File: src/rtl/config_regfile_if.sv
// Command/response bus between the UART command decoder and config_regfile.
// One command in flight; the response is a single-cycle strobe with no backpressure.
interface config_regfile_if #(
  parameter int IDX_W  = 3,
  parameter int DATA_W = 8
);
  logic              cmd_valid;
  logic              cmd_ready;
  logic [1:0]        cmd_op;
  logic [IDX_W-1:0]  cmd_idx;
  logic [DATA_W-1:0] cmd_data;
  logic              rsp_valid;
  logic [2:0]        rsp_code;
  logic [DATA_W-1:0] rsp_data;

  modport master (
    output cmd_valid, cmd_op, cmd_idx, cmd_data,
    input  cmd_ready, rsp_valid, rsp_code, rsp_data
  );

  modport slave (
    input  cmd_valid, cmd_op, cmd_idx, cmd_data,
    output cmd_ready, rsp_valid, rsp_code, rsp_data
  );
endinterface

File: src/rtl/config_regfile.sv
// Runtime parameter bank: writes are staged in a shadow bank and applied to the
// live bank atomically on COMMIT, after a min <= max pair check.
module config_regfile #(
  parameter int NUM_PARAMS = 8,
  parameter int DATA_W     = 8,
  parameter int IDX_W      = $clog2(NUM_PARAMS),
  parameter logic [NUM_PARAMS*DATA_W-1:0] DEFAULTS =
    {8'd0, 8'd0, 8'd0, 8'd3, 8'd10, 8'd9, 8'd0, 8'd2},
  parameter logic [NUM_PARAMS*DATA_W-1:0] MINS =
    {8'd0, 8'd0, 8'd0, -8'd128, 8'd1, -8'd128, -8'd128, 8'd1},
  parameter logic [NUM_PARAMS*DATA_W-1:0] MAXS =
    {8'd255, 8'd255, 8'd255, 8'd127, 8'd99, 8'd127, 8'd127, 8'd10},
  parameter logic [NUM_PARAMS-1:0] SIGNED_MASK = 8'b0001_0110,
  parameter bit PAIR_EN     = 1'b1,
  parameter int PAIR_LO_IDX = 1,
  parameter int PAIR_HI_IDX = 2
) (
  input  logic                         clk,
  input  logic                         rst,
  config_regfile_if.slave              bus,
  output logic [NUM_PARAMS*DATA_W-1:0] live_flat,
  output logic [NUM_PARAMS-1:0]        dirty_mask,
  output logic [NUM_PARAMS-1:0]        changed_mask
);
  localparam logic [1:0] OP_WRITE  = 2'd0;
  localparam logic [1:0] OP_READ   = 2'd1;
  localparam logic [1:0] OP_COMMIT = 2'd2;
  localparam logic [1:0] OP_ABORT  = 2'd3;
  localparam logic [2:0] RC_OK      = 3'd0;
  localparam logic [2:0] RC_BAD_IDX = 3'd1;
  localparam logic [2:0] RC_RANGE   = 3'd2;
  localparam logic [2:0] RC_PAIR    = 3'd3;

  typedef enum logic [1:0] {IDLE, RESP, CHECK, APPLY} state_t;
  state_t state, state_nx;

  logic [NUM_PARAMS-1:0][DATA_W-1:0] live, shadow;
  logic [NUM_PARAMS-1:0] dirty, changed, rng_ok;
  logic [2**IDX_W-1:0]   idx_map;
  logic                  started, accept, idx_ok, pair_bad;
  logic [2:0]            code_q;
  logic [DATA_W-1:0]     data_q;

  // started holds cmd_ready low until the first edge after reset release
  assign bus.cmd_ready = (state == IDLE) & started;
  assign bus.rsp_valid = (state == RESP) | (state == APPLY);
  assign bus.rsp_code  = code_q;
  assign bus.rsp_data  = data_q;
  assign accept        = bus.cmd_valid & bus.cmd_ready;
  assign idx_ok        = idx_map[bus.cmd_idx];
  assign live_flat     = live;
  assign dirty_mask    = dirty;
  assign changed_mask  = changed;

  for (genvar i = 0; i < 2**IDX_W; i++) begin : g_idx
    assign idx_map[i] = (i < NUM_PARAMS);
  end

  // Bounds compared on a one-bit-wider signed value so both signedness modes share one comparator
  for (genvar i = 0; i < NUM_PARAMS; i++) begin : g_rng
    localparam logic [DATA_W-1:0] LO = MINS[i*DATA_W +: DATA_W];
    localparam logic [DATA_W-1:0] HI = MAXS[i*DATA_W +: DATA_W];
    logic [DATA_W:0] v_x, lo_x, hi_x;
    assign v_x  = {SIGNED_MASK[i] & bus.cmd_data[DATA_W-1], bus.cmd_data};
    assign lo_x = {SIGNED_MASK[i] & LO[DATA_W-1], LO};
    assign hi_x = {SIGNED_MASK[i] & HI[DATA_W-1], HI};
    assign rng_ok[i] = ($signed(v_x) >= $signed(lo_x)) && ($signed(v_x) <= $signed(hi_x));
  end

  if (PAIR_EN) begin : g_pair
    localparam bit S = SIGNED_MASK[PAIR_LO_IDX];
    logic [DATA_W:0] lo_x, hi_x;
    assign lo_x = {S & shadow[PAIR_LO_IDX][DATA_W-1], shadow[PAIR_LO_IDX]};
    assign hi_x = {S & shadow[PAIR_HI_IDX][DATA_W-1], shadow[PAIR_HI_IDX]};
    assign pair_bad = $signed(lo_x) > $signed(hi_x);
  end else begin : g_nopair
    assign pair_bad = 1'b0;
  end

  always_ff @(posedge clk or posedge rst) begin
    if (rst) state <= IDLE;
    else     state <= state_nx;
  end

  always_comb begin
    state_nx = state;
    case (state)
      IDLE:    if (accept) state_nx = (bus.cmd_op == OP_COMMIT) ? CHECK : RESP;
      CHECK:   state_nx = pair_bad ? RESP : APPLY;
      default: state_nx = IDLE;
    endcase
  end

  // The live bank is loaded on the CHECK->APPLY edge so new values, changed_mask
  // and the OK strobe are all visible together during APPLY.
  always_ff @(posedge clk or posedge rst) begin
    if (rst) begin
      started <= 1'b0;
      live    <= DEFAULTS;
      shadow  <= DEFAULTS;
      dirty   <= '0;
      changed <= '0;
      code_q  <= RC_OK;
      data_q  <= '0;
    end else begin
      started <= 1'b1;
      changed <= '0;
      if (accept) begin
        code_q <= RC_OK;
        data_q <= '0;
        case (bus.cmd_op)
          OP_WRITE: begin
            if (!idx_ok)                     code_q <= RC_BAD_IDX;
            else if (!rng_ok[bus.cmd_idx])   code_q <= RC_RANGE;
            else begin
              shadow[bus.cmd_idx] <= bus.cmd_data;
              dirty[bus.cmd_idx]  <= 1'b1;
            end
          end
          OP_READ: begin
            if (!idx_ok) code_q <= RC_BAD_IDX;
            else data_q <= bus.cmd_data[0] ? shadow[bus.cmd_idx] : live[bus.cmd_idx];
          end
          OP_ABORT: begin
            shadow <= live;
            dirty  <= '0;
          end
          default: ;
        endcase
      end
      if (state == CHECK) begin
        if (pair_bad) code_q <= RC_PAIR;
        else begin
          for (int i = 0; i < NUM_PARAMS; i++) begin
            if (dirty[i]) begin
              live[i]    <= shadow[i];
              changed[i] <= (shadow[i] != live[i]);
            end
          end
          dirty <= '0;
        end
      end
    end
  end
endmodule

File: src/flat_wrapper.sv
// flat-port wrapper written by rule: the top's interface ports become plain ports
module config_regfile_flat 
#(
  parameter int NUM_PARAMS = 8,
  parameter int DATA_W     = 8,
  parameter int IDX_W      = $clog2(NUM_PARAMS),
  parameter logic [NUM_PARAMS*DATA_W-1:0] DEFAULTS =
    {8'd0, 8'd0, 8'd0, 8'd3, 8'd10, 8'd9, 8'd0, 8'd2},
  parameter logic [NUM_PARAMS*DATA_W-1:0] MINS =
    {8'd0, 8'd0, 8'd0, -8'd128, 8'd1, -8'd128, -8'd128, 8'd1},
  parameter logic [NUM_PARAMS*DATA_W-1:0] MAXS =
    {8'd255, 8'd255, 8'd255, 8'd127, 8'd99, 8'd127, 8'd127, 8'd10},
  parameter logic [NUM_PARAMS-1:0] SIGNED_MASK = 8'b0001_0110,
  parameter bit PAIR_EN     = 1'b1,
  parameter int PAIR_LO_IDX = 1,
  parameter int PAIR_HI_IDX = 2
)
  (clk, rst, live_flat, dirty_mask, changed_mask, bus_cmd_valid, bus_cmd_op, bus_cmd_idx, bus_cmd_data, bus_cmd_ready, bus_rsp_valid, bus_rsp_code, bus_rsp_data);
  config_regfile_if #(.IDX_W(IDX_W), .DATA_W(DATA_W)) bus_i ();
  input  logic clk;
  input  logic rst;
  output logic [NUM_PARAMS*DATA_W-1:0] live_flat;
  output logic [NUM_PARAMS-1:0] dirty_mask;
  output logic [NUM_PARAMS-1:0] changed_mask;
  input wire logic [$bits(bus_i.cmd_valid)-1:0] bus_cmd_valid;
  input wire logic [$bits(bus_i.cmd_op)-1:0] bus_cmd_op;
  input wire logic [$bits(bus_i.cmd_idx)-1:0] bus_cmd_idx;
  input wire logic [$bits(bus_i.cmd_data)-1:0] bus_cmd_data;
  output wire logic [$bits(bus_i.cmd_ready)-1:0] bus_cmd_ready;
  output wire logic [$bits(bus_i.rsp_valid)-1:0] bus_rsp_valid;
  output wire logic [$bits(bus_i.rsp_code)-1:0] bus_rsp_code;
  output wire logic [$bits(bus_i.rsp_data)-1:0] bus_rsp_data;
  assign bus_i.cmd_valid = bus_cmd_valid;
  assign bus_i.cmd_op = bus_cmd_op;
  assign bus_i.cmd_idx = bus_cmd_idx;
  assign bus_i.cmd_data = bus_cmd_data;
  assign bus_cmd_ready = bus_i.cmd_ready;
  assign bus_rsp_valid = bus_i.rsp_valid;
  assign bus_rsp_code = bus_i.rsp_code;
  assign bus_rsp_data = bus_i.rsp_data;
  config_regfile #(.NUM_PARAMS(NUM_PARAMS), .DATA_W(DATA_W), .IDX_W(IDX_W), .DEFAULTS(DEFAULTS), .MINS(MINS), .MAXS(MAXS), .SIGNED_MASK(SIGNED_MASK), .PAIR_EN(PAIR_EN), .PAIR_LO_IDX(PAIR_LO_IDX), .PAIR_HI_IDX(PAIR_HI_IDX)) u_core (.clk(clk), .rst(rst), .bus(bus_i), .live_flat(live_flat), .dirty_mask(dirty_mask), .changed_mask(changed_mask));
endmodule
File: config.mk
export PLATFORM = sky130hd
export DESIGN_NAME = config_regfile_flat
export DESIGN_NICKNAME = d
export VERILOG_FILES = /design/src/rtl/config_regfile_if.sv /design/src/rtl/config_regfile.sv /design/src/flat_wrapper.sv
export SDC_FILE = /design/constraint.sdc
export NUM_CORES = 1
export LEC_CHECK = 0
export CORE_MARGIN = 1
export CORE_UTILIZATION = 40
export CTS_BUF_LIST = sky130_fd_sc_hd__clkbuf_16
export DETAILED_ROUTE_END_ITERATION = 12
export HOLD_SLACK_MARGIN = 0.05
export PLACE_DENSITY = 0.68
export SLEW_MARGIN = 20
export SYNTH_ARGS = -nofsm -noshare
export SYNTH_HDL_FRONTEND = slang
export SYNTH_SLANG_ARGS = --single-unit
File: constraint.sdc
create_clock -name clk -period 17.4 [get_ports clk]
set_clock_uncertainty 0.2 [all_clocks]
set_input_delay 3.48 -clock clk [delete_from_list [all_inputs] [get_ports clk]]
set_output_delay 3.48 -clock clk [all_outputs]
set_load 0.05 [all_outputs]
==> results.ini, run 1 <==
[status]
status = completed

[setup_path]
required_ps = 17570
critPathKind = in -> reg
worstPathArrival_ps = 6800
r2r_cells = 7
ff2ff_setup_slack_ps = 13910
crit_end = u_core.shadow[28]$_DFFE_PP0P_
critPathLaunch = bus_cmd_op[0]
cp_max_fo = 18
endpoint_kind = register
cp-start-kind = primary input
r2r_end = u_core.shadow[28]$_DFFE_PP0P_
r2r_start = u_core.state[0]$_DFFE_PP0P_

[worst_hold_path]
worstHoldStart = u_core.bus.rsp_code[0]$_DFF_PP0_
hold_path.class = reg -> reg

[placed_design]
hpwl_um = 20400
place.gp.congestion = 0.959
dp.cells = 1114
io_buffers = 108
post_dp_cell_area_mm2 = 0.00990

[drt]
drt-total-wl_um = 28800
drtAntennaViolNets = 0
post_drt_wl_per_cell_um = 25.1
drc = 0
firstDrtPassIters = 7
drt_iter0_drc = 847
vias = 7203
vias_per_cell = 6.28

[timing]
drv_slew = 0
fin_crit_sh_pct = 38.1
finalHoldViolCount = 0
rsz0062_at_grt = no
layout_min_cycle_time_ps = 6630
max_freq_ghz = 0.151
fin_tns_setup_ps = 0
worstMarginPinSlew_ps = 1040
max-slew-margin-rel_pct = 30.8
setup_viol = 0

[floorplanning]
pin_count = 109
core_area_mm2 = 0.0210
start_util_pct = 40.7
die-area_mm2 = 0.0220
die_w_um = 148
row_count = 53
die_h_um = 148

[cts]
clockRootBuffer = clkbuf_16
cts_hold_buf = 0
cts_tree = yes
cts.sinks = 158
clk_path_buf_depth = 2
cts.clk_slew.worst_paths_ps = 60
ctsHtreeMaxLevel = 4
cts_buffers = 17
post-cts-setup-buffers = 0
insertion_delay_ps = 430
cts_resized = 0

[pwr]
p_sw_uw = 510
p_clk_share_pct = 28.7
cellInternalPower_uw = 839
power_uw = 1350
leakagePower_uw = 0.00475
swShare_pct = 37.8
peakVddDrop_mv = 0.0622
combPwrFrac_pct = 30.4
seqPwrFrac_pct = 40.9
p_per_area_mw_per_mm2 = 128

[finish]
syn_to_final_growth_pct = 22.9
drive_above_1_share_pct = 17.1
final_cells = 1147
final_nets = 886
final_area_mm2 = 0.0105
utilization_pct = 50.0

[global_route]
track_usage_pct = 27.2
grt_max_degree = 86
gr-total-overflow = 0
grt_pass1_vias = 6801
grt_pass1_wl_um = 43300
antenna_found_initial = 2

[synth]
ys.flop_type = dfrtp_1
synth_area_mm2 = 0.00855
ys_warn_count = 0
synth_nets = 797
synth-seq-cells = 158
ys_seq_area_share_pct = 46.4
synth-edff-count = 0
netlist_instances = 769
ys_async_sr_fraction_pct = 100
avgSynthCellArea_um2 = 11.1
synth_cell_types = 60

[flow_run]
drv_cap = 0

worst max-delay path: stages:
cell,delay (ps)
clkdlybuf4s50_1,500
inv_1,70
ha_1,350
nor2_2,460
o211a_1,330
nand2b_1,730
and2_1,600
a221o_1,260
layer usage:
layer | part of all wire, % | wire, um | track usage [%] | vias to the layer above
li1 | - | - | - | 3099
met1 | 41 | 11800 | 36.6 | 3599
met2 | 45 | 13000 | 40.8 | 421
met3 | 9.7 | 2780 | 7.55 | 84
met4 | 4.1 | 1180 | 11.8 | 0
met5 | 0 | 0 | 0 | -
metrics by stage:
step           hold WS, ps  setup slack (ps)
2_1_floorplan          268              9480
6_report               280             10770
5_1_grt                337             10680
4_1_cts                291             10900
3_3_place_gp           274             10500
3_5_place_dp           273             10480
cell families (layout without fill, tap and decap cells):
family,count (synthesis),count (layout),share of synthesized area (%)
other cells,1,2,0.0438
simple gates,139,139,8.95
xor+xnor,64,64,6.55
flops,158,158,46.4
fa+ha+maj,12,12,1.76
buf+inv,67,169,3.07
compound gates,238,238,20.9
mux,90,90,12.3
sequential cells by signal (all words and copies together), names as in the netlist:
register and flops:
u_core.bus.rsp_code 3, u_core.bus.rsp_data 8, u_core.changed_mask 8, u_core.dirty_mask 8, u_core.g_pair.hi_x 8, u_core.g_pair.lo_x 8
u_core.live_flat 64, u_core.shadow 48, u_core.started 1, u_core.state 2
placed cells by master, fill, tap and decap left out, types with 6 or more instances in the layout:
cell type          n
dfrtp_1          144
clkdlybuf4s50_1  107
mux2_2            64
xor2_1            64
a22oi_1           63
o2bb2ai_1         47
a21oi_1           37
nand2_1           28
nor2_1            23
nor2b_1           21
inv_1             21
nor4_1            17
mux2i_1           17
clkbuf_16         17
o21ai_0           14
dfstp_2           14
a221oi_1          12
ha_1              11
o22ai_1           10
buf_4              9
nand2_2            8
nand2b_1           7
and2_1             7
a221o_1            7
o21ai_1            6
a22o_1             6
power groups by stage:
stage / logic, uW / registers (uW) / clock network [uW]
floorplan: 214 / 586 / 0
global placement: 400 / 552 / 0
detailed placement: 407 / 553 / 0
CTS: 409 / 547 / 392
global route: 440 / 557 / 409
finish: 410 / 551 / 388
Yosys cell counts, types with 14 or more instances:
cell       count  share of area, %
dfrtp_1      144                42
mux2_2        64               8.4
xor2_1        64               6.6
a22oi_1       63               5.5
o2bb2ai_1     47               4.8
a21oi_1       37               2.2
clkbuf_1      36               1.6
nand2_1       28               1.2
nor2b_1       24               1.8
nor2_1        23               1.0
inv_1         19              0.83
mux2i_1       17               2.0
nor4_1        17               1.2
dfstp_2       14               4.3
o21ai_0       14              0.82
worst min-delay path by stage:
stage,slack [ps],end,depth (start not counted)
2_1_floorplan,270,u_core.state[0]$_DFFE_PP0P_,1
3_3_place_gp,270,u_core.bus.rsp_code[0]$_DFF_PP0_,2
3_5_place_dp,270,u_core.bus.rsp_code[0]$_DFF_PP0_,2
4_1_cts,290,u_core.bus.rsp_code[0]$_DFF_PP0_,2
5_1_grt,340,u_core.state[0]$_DFFE_PP0P_,1
6_report,280,u_core.bus.rsp_code[0]$_DFF_PP0_,2
area by class of cell:
cell class | count | area, um2
multi-input cells | 544 | 4340
well taps | 275 | 344
clock buffers | 17 | 425
inverters | 19 | 76.3
repair buffers | 118 | 1170
diodes | 1 | 2.50
fillers | 1893 | 10500
flip-flops and latches | 158 | 3970
clock inverters | 15 | 180
No activity file was read; power rests on OpenSTA's default activity.
==> inputs of run 2 (changes only) <==
--- a/config.mk
+++ b/config.mk
@@ -10,7 +10,7 @@
 export CTS_BUF_LIST = sky130_fd_sc_hd__clkbuf_16
 export DETAILED_ROUTE_END_ITERATION = 12
 export HOLD_SLACK_MARGIN = 0.05
-export PLACE_DENSITY = 0.68
+export PLACE_DENSITY = 0.7
 export SLEW_MARGIN = 20
 export SYNTH_ARGS = -nofsm -noshare
 export SYNTH_HDL_FRONTEND = slang
==> constraint.sdc (replaced) <==
create_clock -name clk -period 5.62 [get_ports clk]
set_clock_uncertainty 0.2 [all_clocks]
set_input_delay 1.124 -clock clk [delete_from_list [all_inputs] [get_ports clk]]
set_output_delay 1.124 -clock clk [all_outputs]
set_load 0.05 [all_outputs]
==> run 2 against run 1 <==
  * Sequential share of layout area stayed put
  * Hold slack worse by 6.8 ps
  * Sequential power grew to 3.1 times the previous value
  * First-iteration DRC count is 22% lower
  * Critical path type unchanged
==> results.ini, run 2 (synthesis gave the netlist of run 1 again) <==
[status]
status = completed

[setup_path]
cp-start-kind = primary input
r2r_start = u_core.g_pair.hi_x[7]$_DFFE_PP0P_
critPathKind = in -> reg
cp_max_fo = 21  ; +3
r2r_end = u_core.live_flat[23]$_DFFE_PP0P_
required_ps = 5800  ; -11770 ps
crit_end = u_core.shadow[27]$_DFFE_PP1P_
critPathLaunch = bus_cmd_data[0]
ff2ff_setup_slack_ps = 2220  ; -11690 ps
endpoint_kind = register
r2r_cells = 7  ; unchanged
worstPathArrival_ps = 4370  ; -2430 ps

[finish]
largest_reg_flops = 64  ; unchanged
final_nets = 886  ; unchanged
final_common_cell = dfrtp_1
drive_above_1_share_pct = 17.1  ; unchanged
final_cell_mix = dfrtp_1, clkdlybuf4s50_1, mux2_2, xor2_1, a22oi_1
syn_to_final_growth_pct = 22.9  ; unchanged
utilization_pct = 50.0  ; unchanged
diodes = 0  ; -1

[timing]
setup_viol = 0  ; unchanged
drv_slew = 0  ; unchanged
worstMarginPinSlew_ps = 1210  ; +179 ps
max_freq_ghz = 0.238
fin_crit_sh_pct = 74.6
fin_tns_setup_ps = 0  ; unchanged
finalHoldViolCount = 0  ; unchanged
rsz0062_at_grt = no
max-slew-margin-rel_pct = 18.8  ; -12 points
layout_min_cycle_time_ps = 4190

[floorplanning]
die_w_um = 148  ; unchanged
row_count = 53  ; unchanged
die_h_um = 148  ; unchanged
pin_count = 109  ; unchanged
core_area_mm2 = 0.0210  ; unchanged
die-area_mm2 = 0.0220  ; unchanged
start_util_pct = 40.7  ; unchanged

[pwr]
p_per_area_mw_per_mm2 = 401  ; +210%
leakagePower_uw = 0.00474  ; -0.17%
peakVddDrop_mv = 0.232  ; +270%

[worst_hold_path]
worstHoldStart = u_core.bus.rsp_data[7]$_DFFE_PP0P_
hold_path.class = reg -> reg

[cts]
cts_hold_buf = 0  ; unchanged
cts.sinks = 158  ; unchanged
post-cts-setup-buffers = 0  ; unchanged
clockRootBuffer = clkbuf_16
insertion_delay_ps = 450  ; +20 ps
ctsHtreeMaxLevel = 4  ; unchanged
cts_tree = yes
cts_buffers = 17  ; unchanged
cts.clk_slew.worst_paths_ps = 70  ; about the same
cts_resized = 0  ; unchanged
clk_path_buf_depth = 2  ; unchanged

[placed_design]
hpwl_um = 20200  ; -0.94%
io_buffers = 108  ; unchanged
place.gp.congestion = 0.959  ; about the same

[drt]
drtAntennaViolNets = 0  ; unchanged
post_drt_wl_per_cell_um = 25.2  ; +0.49%
drc = 0  ; unchanged
firstDrtPassIters = 8  ; +1
vias_per_cell = 6.29  ; about the same
vias = 7203  ; unchanged
drt-total-wl_um = 28900  ; +0.40%
drt_iter0_drc = 663  ; -22%

[global_route]
grt_max_degree = 90  ; +4.7%
track_usage_pct = 27.4  ; +0.22 points
grt_pass1_wl_um = 44200  ; +2.1%
gr-total-overflow = 0  ; unchanged
antenna_found_initial = 1  ; -1
grt_pass1_vias = 7036  ; +3.5%

[flow_run]
drv_cap = 0  ; unchanged

[run 2: critical path: stages]
cell,delay [ps]
clkdlybuf4s50_1,850
a21o_1,350
a21boi_0,230
o211a_1,290
nand2b_1,670
and2_1,580
a221o_1,260
[run 2: worst min-delay path by stage]
stage	depth (start not counted)	slack [ps]	to
after global placement	2	250	u_core.bus.rsp_data[3]$_DFFE_PP0P_
after CTS	2	280	u_core.bus.rsp_data[7]$_DFFE_PP0P_
after global routing	2	300	u_core.bus.rsp_data[7]$_DFFE_PP0P_
final	2	270	u_core.bus.rsp_data[7]$_DFFE_PP0P_
after detailed placement	2	260	u_core.bus.rsp_data[7]$_DFFE_PP0P_
after floorplan	1	270	u_core.state[0]$_DFFE_PP0P_
[run 2: through the flow]
stage	power, uW	hold WS, ps	cells	setup slack [ps]	cell area [um2]
final	4220	274	1146	1430	10500
after global routing	4380	300	1146	1270	10500
after CTS	4200	276	1146	1550	10500
after detailed placement	2960	261	1114	1090	9890
after global placement	2940	254	1114	1150	9890
after floorplan	2480	268	769	56.0	8550
[run 2: layout make-up]
type	count	area [um2]
clock buffer	17	425
tap	275	344
inverter	19	76.3
multi-input combinational	544	4330
clock inverter	15	198
timing repair buffer	118	1160
sequential	158	3970
fill	1875	10500
[run 2: power breakdown]
| group | internal, uW | total, uW | switching [uW] |
|---|---|---|---|
| Combinational | 522 | 1280 | 758 |
| Clock | 740 | 1240 | 501 |
| Sequential | 1340 | 1700 | 355 |
| Total | 2600 | 4220 | 1610 |
[run 2: routing by layer]
metal	track usage (%)	up-vias	share of wire, %
met5	0	-	0
met3	8.13	62	11
met4	11.2	0	3.1
met2	40.8	459	45
li1	-	3099	-
met1	37.1	3583	41
==> inputs of run 3 (changes only) <==
==> constraint.sdc (replaced) <==
create_clock -name clk -period 3.7 [get_ports clk]
set_clock_uncertainty 0.2 [all_clocks]
set_input_delay 0.74 -clock clk [delete_from_list [all_inputs] [get_ports clk]]
set_output_delay 0.74 -clock clk [all_outputs]
set_load 0.05 [all_outputs]
==> run 3 against run 2 <==
  * Sequential power is 51% higher
  * Combinational power is 57% higher
  * Clock-buffer cell count stayed put
  * Register-to-register slack worse by 1600 ps
  * Largest power group unchanged
==> results.ini, run 3 (synthesis gave the netlist of run 1 again) <==
[cts]
cts_buffers = 17  ; unchanged
cts.clk_slew.worst_paths_ps = 60  ; about the same
cts_hold_buf = 0  ; unchanged
clockRootBuffer = clkbuf_16
insertion_delay_ps = 440  ; about the same
cts.sinks = 158  ; unchanged
cts_tree = yes
clk_path_buf_depth = 2  ; unchanged
ctsHtreeMaxLevel = 4  ; unchanged
cts_resized = 0  ; unchanged
post-cts-setup-buffers = 0  ; unchanged

[timing]
layout_min_cycle_time_ps = 3140
finalHoldViolCount = 0  ; unchanged
setup_viol = 0  ; unchanged
fin_tns_setup_ps = 0  ; unchanged
drv_slew = 0  ; unchanged
worstMarginPinSlew_ps = 874  ; -341 ps
max_freq_ghz = 0.319
rsz0062_at_grt = no
setup_slack_ps = 562  ; -865 ps
fin_crit_sh_pct = 84.8
max-slew-margin-rel_pct = 41.4  ; +23 points

[floorplanning]
start_util_pct = 40.7  ; unchanged
core_area_mm2 = 0.0210  ; unchanged
die_w_um = 148  ; unchanged
row_count = 53  ; unchanged
die_h_um = 148  ; unchanged
die-area_mm2 = 0.0220  ; unchanged
pin_count = 109  ; unchanged

[setup_path]
r2r_start = u_core.g_pair.lo_x[7]$_DFFE_PP0P_
r2r_cells = 7  ; unchanged
r2r_end = u_core.live_flat[23]$_DFFE_PP0P_
worstPathArrival_ps = 3220  ; -1150 ps
required_ps = 3790  ; -2010 ps
cp-start-kind = primary input
endpoint_kind = register
ff2ff_setup_slack_ps = 640  ; -1580 ps
cp_max_fo = 12  ; -43%
critPathKind = in -> reg

[finish]
diodes = 0  ; unchanged
final_cell_mix = dfrtp_1, clkdlybuf4s50_1, mux2_2, xor2_1, a22oi_1
largest_reg_flops = 64  ; unchanged
seq_area_mm2 = 0.00397  ; unchanged
final_nets = 919  ; +3.7%
fill_cells = 1884  ; +0.48%
drive_above_1_share_pct = 19.7  ; +2.6 points
syn_to_final_growth_pct = 25.2
multi_input_area_mm2 = 0.00433  ; about the same
final_common_cell = dfrtp_1

[worst_hold_path]
hold_path.class = reg -> reg
worstHoldStart = u_core.bus.rsp_data[7]$_DFFE_PP0P_
hold_depth = 2  ; unchanged
hold_path_end = u_core.bus.rsp_data[7]$_DFFE_PP0P_

[drt]
post_drt_wl_per_cell_um = 25.4  ; +0.46%
drc = 0  ; unchanged
firstDrtPassIters = 5  ; -3
vias = 7426  ; +3.1%
vias_per_cell = 6.30  ; +0.21%
drtAntennaViolNets = 0  ; unchanged
drt_iter0_drc = 746  ; +13%
drt-total-wl_um = 29900  ; +3.3%

[pwr]
leakagePower_uw = 0.00489  ; +3.2%
p_per_area_mw_per_mm2 = 592  ; +48%
swShare_pct = 38.2  ; -0.11 points
combPwrFrac_pct = 31.7  ; +1.4 points
p_sw_uw = 2420  ; +50%
peakVddDrop_mv = 0.302  ; +30%
cellInternalPower_uw = 3920  ; +51%
seqPwrFrac_pct = 40.5  ; +0.3 points
p_clk_share_pct = 27.8  ; -1.6 points

[placed_design]
pre_cts_ws_ps = 229  ; -860 ps
io_buffers = 108  ; unchanged
hpwl_um = 21800  ; +7.6%
place.gp.congestion = 0.937  ; -2.3%

[status]
status = completed

[global_route]
grt_pass1_vias = 7081  ; +0.64%
gr-total-overflow = 0  ; unchanged
antenna_found_initial = 0  ; -1
grt_max_degree = 98  ; +8.9%
track_usage_pct = 28.3  ; +0.90 points
grt_pass1_wl_um = 45500  ; +3.0%

[flow_run]
drv_cap = 0  ; unchanged

[run 3: cell types whose count changed in the layout (fill, tap and decap cells not counted)]
| cell | before | now |
|---|---|---|
| clkinv_4 | 4 | 1 |
| inv_1 | 19 | 20 |
| buf_4 | 9 | 42 |
| nor2b_2 | 1 | 0 |
| clkinv_2 | 1 | 3 |
| clkinv_1 | 1 | 3 |
| bufinv_16 | 4 | 3 |
| inv_6 | 1 | 0 |
| nor2b_1 | 22 | 23 |
[run 3: final cells by class]
type / count / area share, %
inverters: 19 / 0.701
clock buffers: 17 / 3.97
flip-flops and latches: 158 / 37.1
well taps: 275 / 3.21
repair buffers: 151 / 13.2
clock inverters: 15 / 1.45
multi-input cells: 544 / 40.4
[run 3: worst max-delay path: stages]
cell             delay, ps
clkdlybuf4s50_1        580
or3_1                  420
a31oi_1                250
o211a_1                260
nand2b_1               250
and2_1                 540
a21oi_1                180
[run 3: how the worst max path moves through the flow]
stage	startpoint	end	slack [ps]
finish	bus_cmd_data[3]	u_core.g_pair.hi_x[4]$_DFFE_PP0P_	560
global route	bus_cmd_data[3]	u_core.g_pair.hi_x[4]$_DFFE_PP0P_	500
CTS	u_core.g_pair.lo_x[7]$_DFFE_PP0P_	u_core.live_flat[49]$_DFFE_PP0P_	640
detailed placement	bus_cmd_data[3]	u_core.shadow[4]$_DFFE_PP0P_	230
global placement	bus_cmd_op[0]	u_core.shadow[26]$_DFFE_PP0P_	300
floorplan	rst	u_core.bus.rsp_code[0]$_DFF_PP0_	770
[run 3: layer usage]
metal / track usage [%] / part of all wire [%] / up-vias
met4: 12.3 / 3.9 / 0
met5: 0 / 0 / -
met2: 42.1 / 44 / 454
met1: 39.1 / 43 / 3736
li1: - / - / 3158
met3: 6.72 / 9.4 / 78
[run 3: power by group through the flow]
stage / combinational (uW) / sequential (uW) / clock [uW]
after CTS: 2010 / 2550 / 1790
after detailed placement: 2000 / 2580 / 0
after global routing: 2160 / 2590 / 1860
final: 2010 / 2570 / 1760
after floorplan: 1010 / 2760 / 0
after global placement: 1970 / 2570 / 0
[run 3: per-stage QoR]
stage | utilization, % | instance area, um2 | total power [uW] | std cells | hold slack, ps
after floorplan | - | 8560 | 3760 | 769 | 268
after global placement | 48.2 | 10100 | 4540 | 1147 | 255
after detailed placement | 48.2 | 10100 | 4570 | 1147 | 261
after CTS | 51.0 | 10700 | 6340 | 1179 | 274
after global routing | 51.0 | 10700 | 6610 | 1179 | 304
final | 51.0 | 10700 | 6340 | 1179 | 265
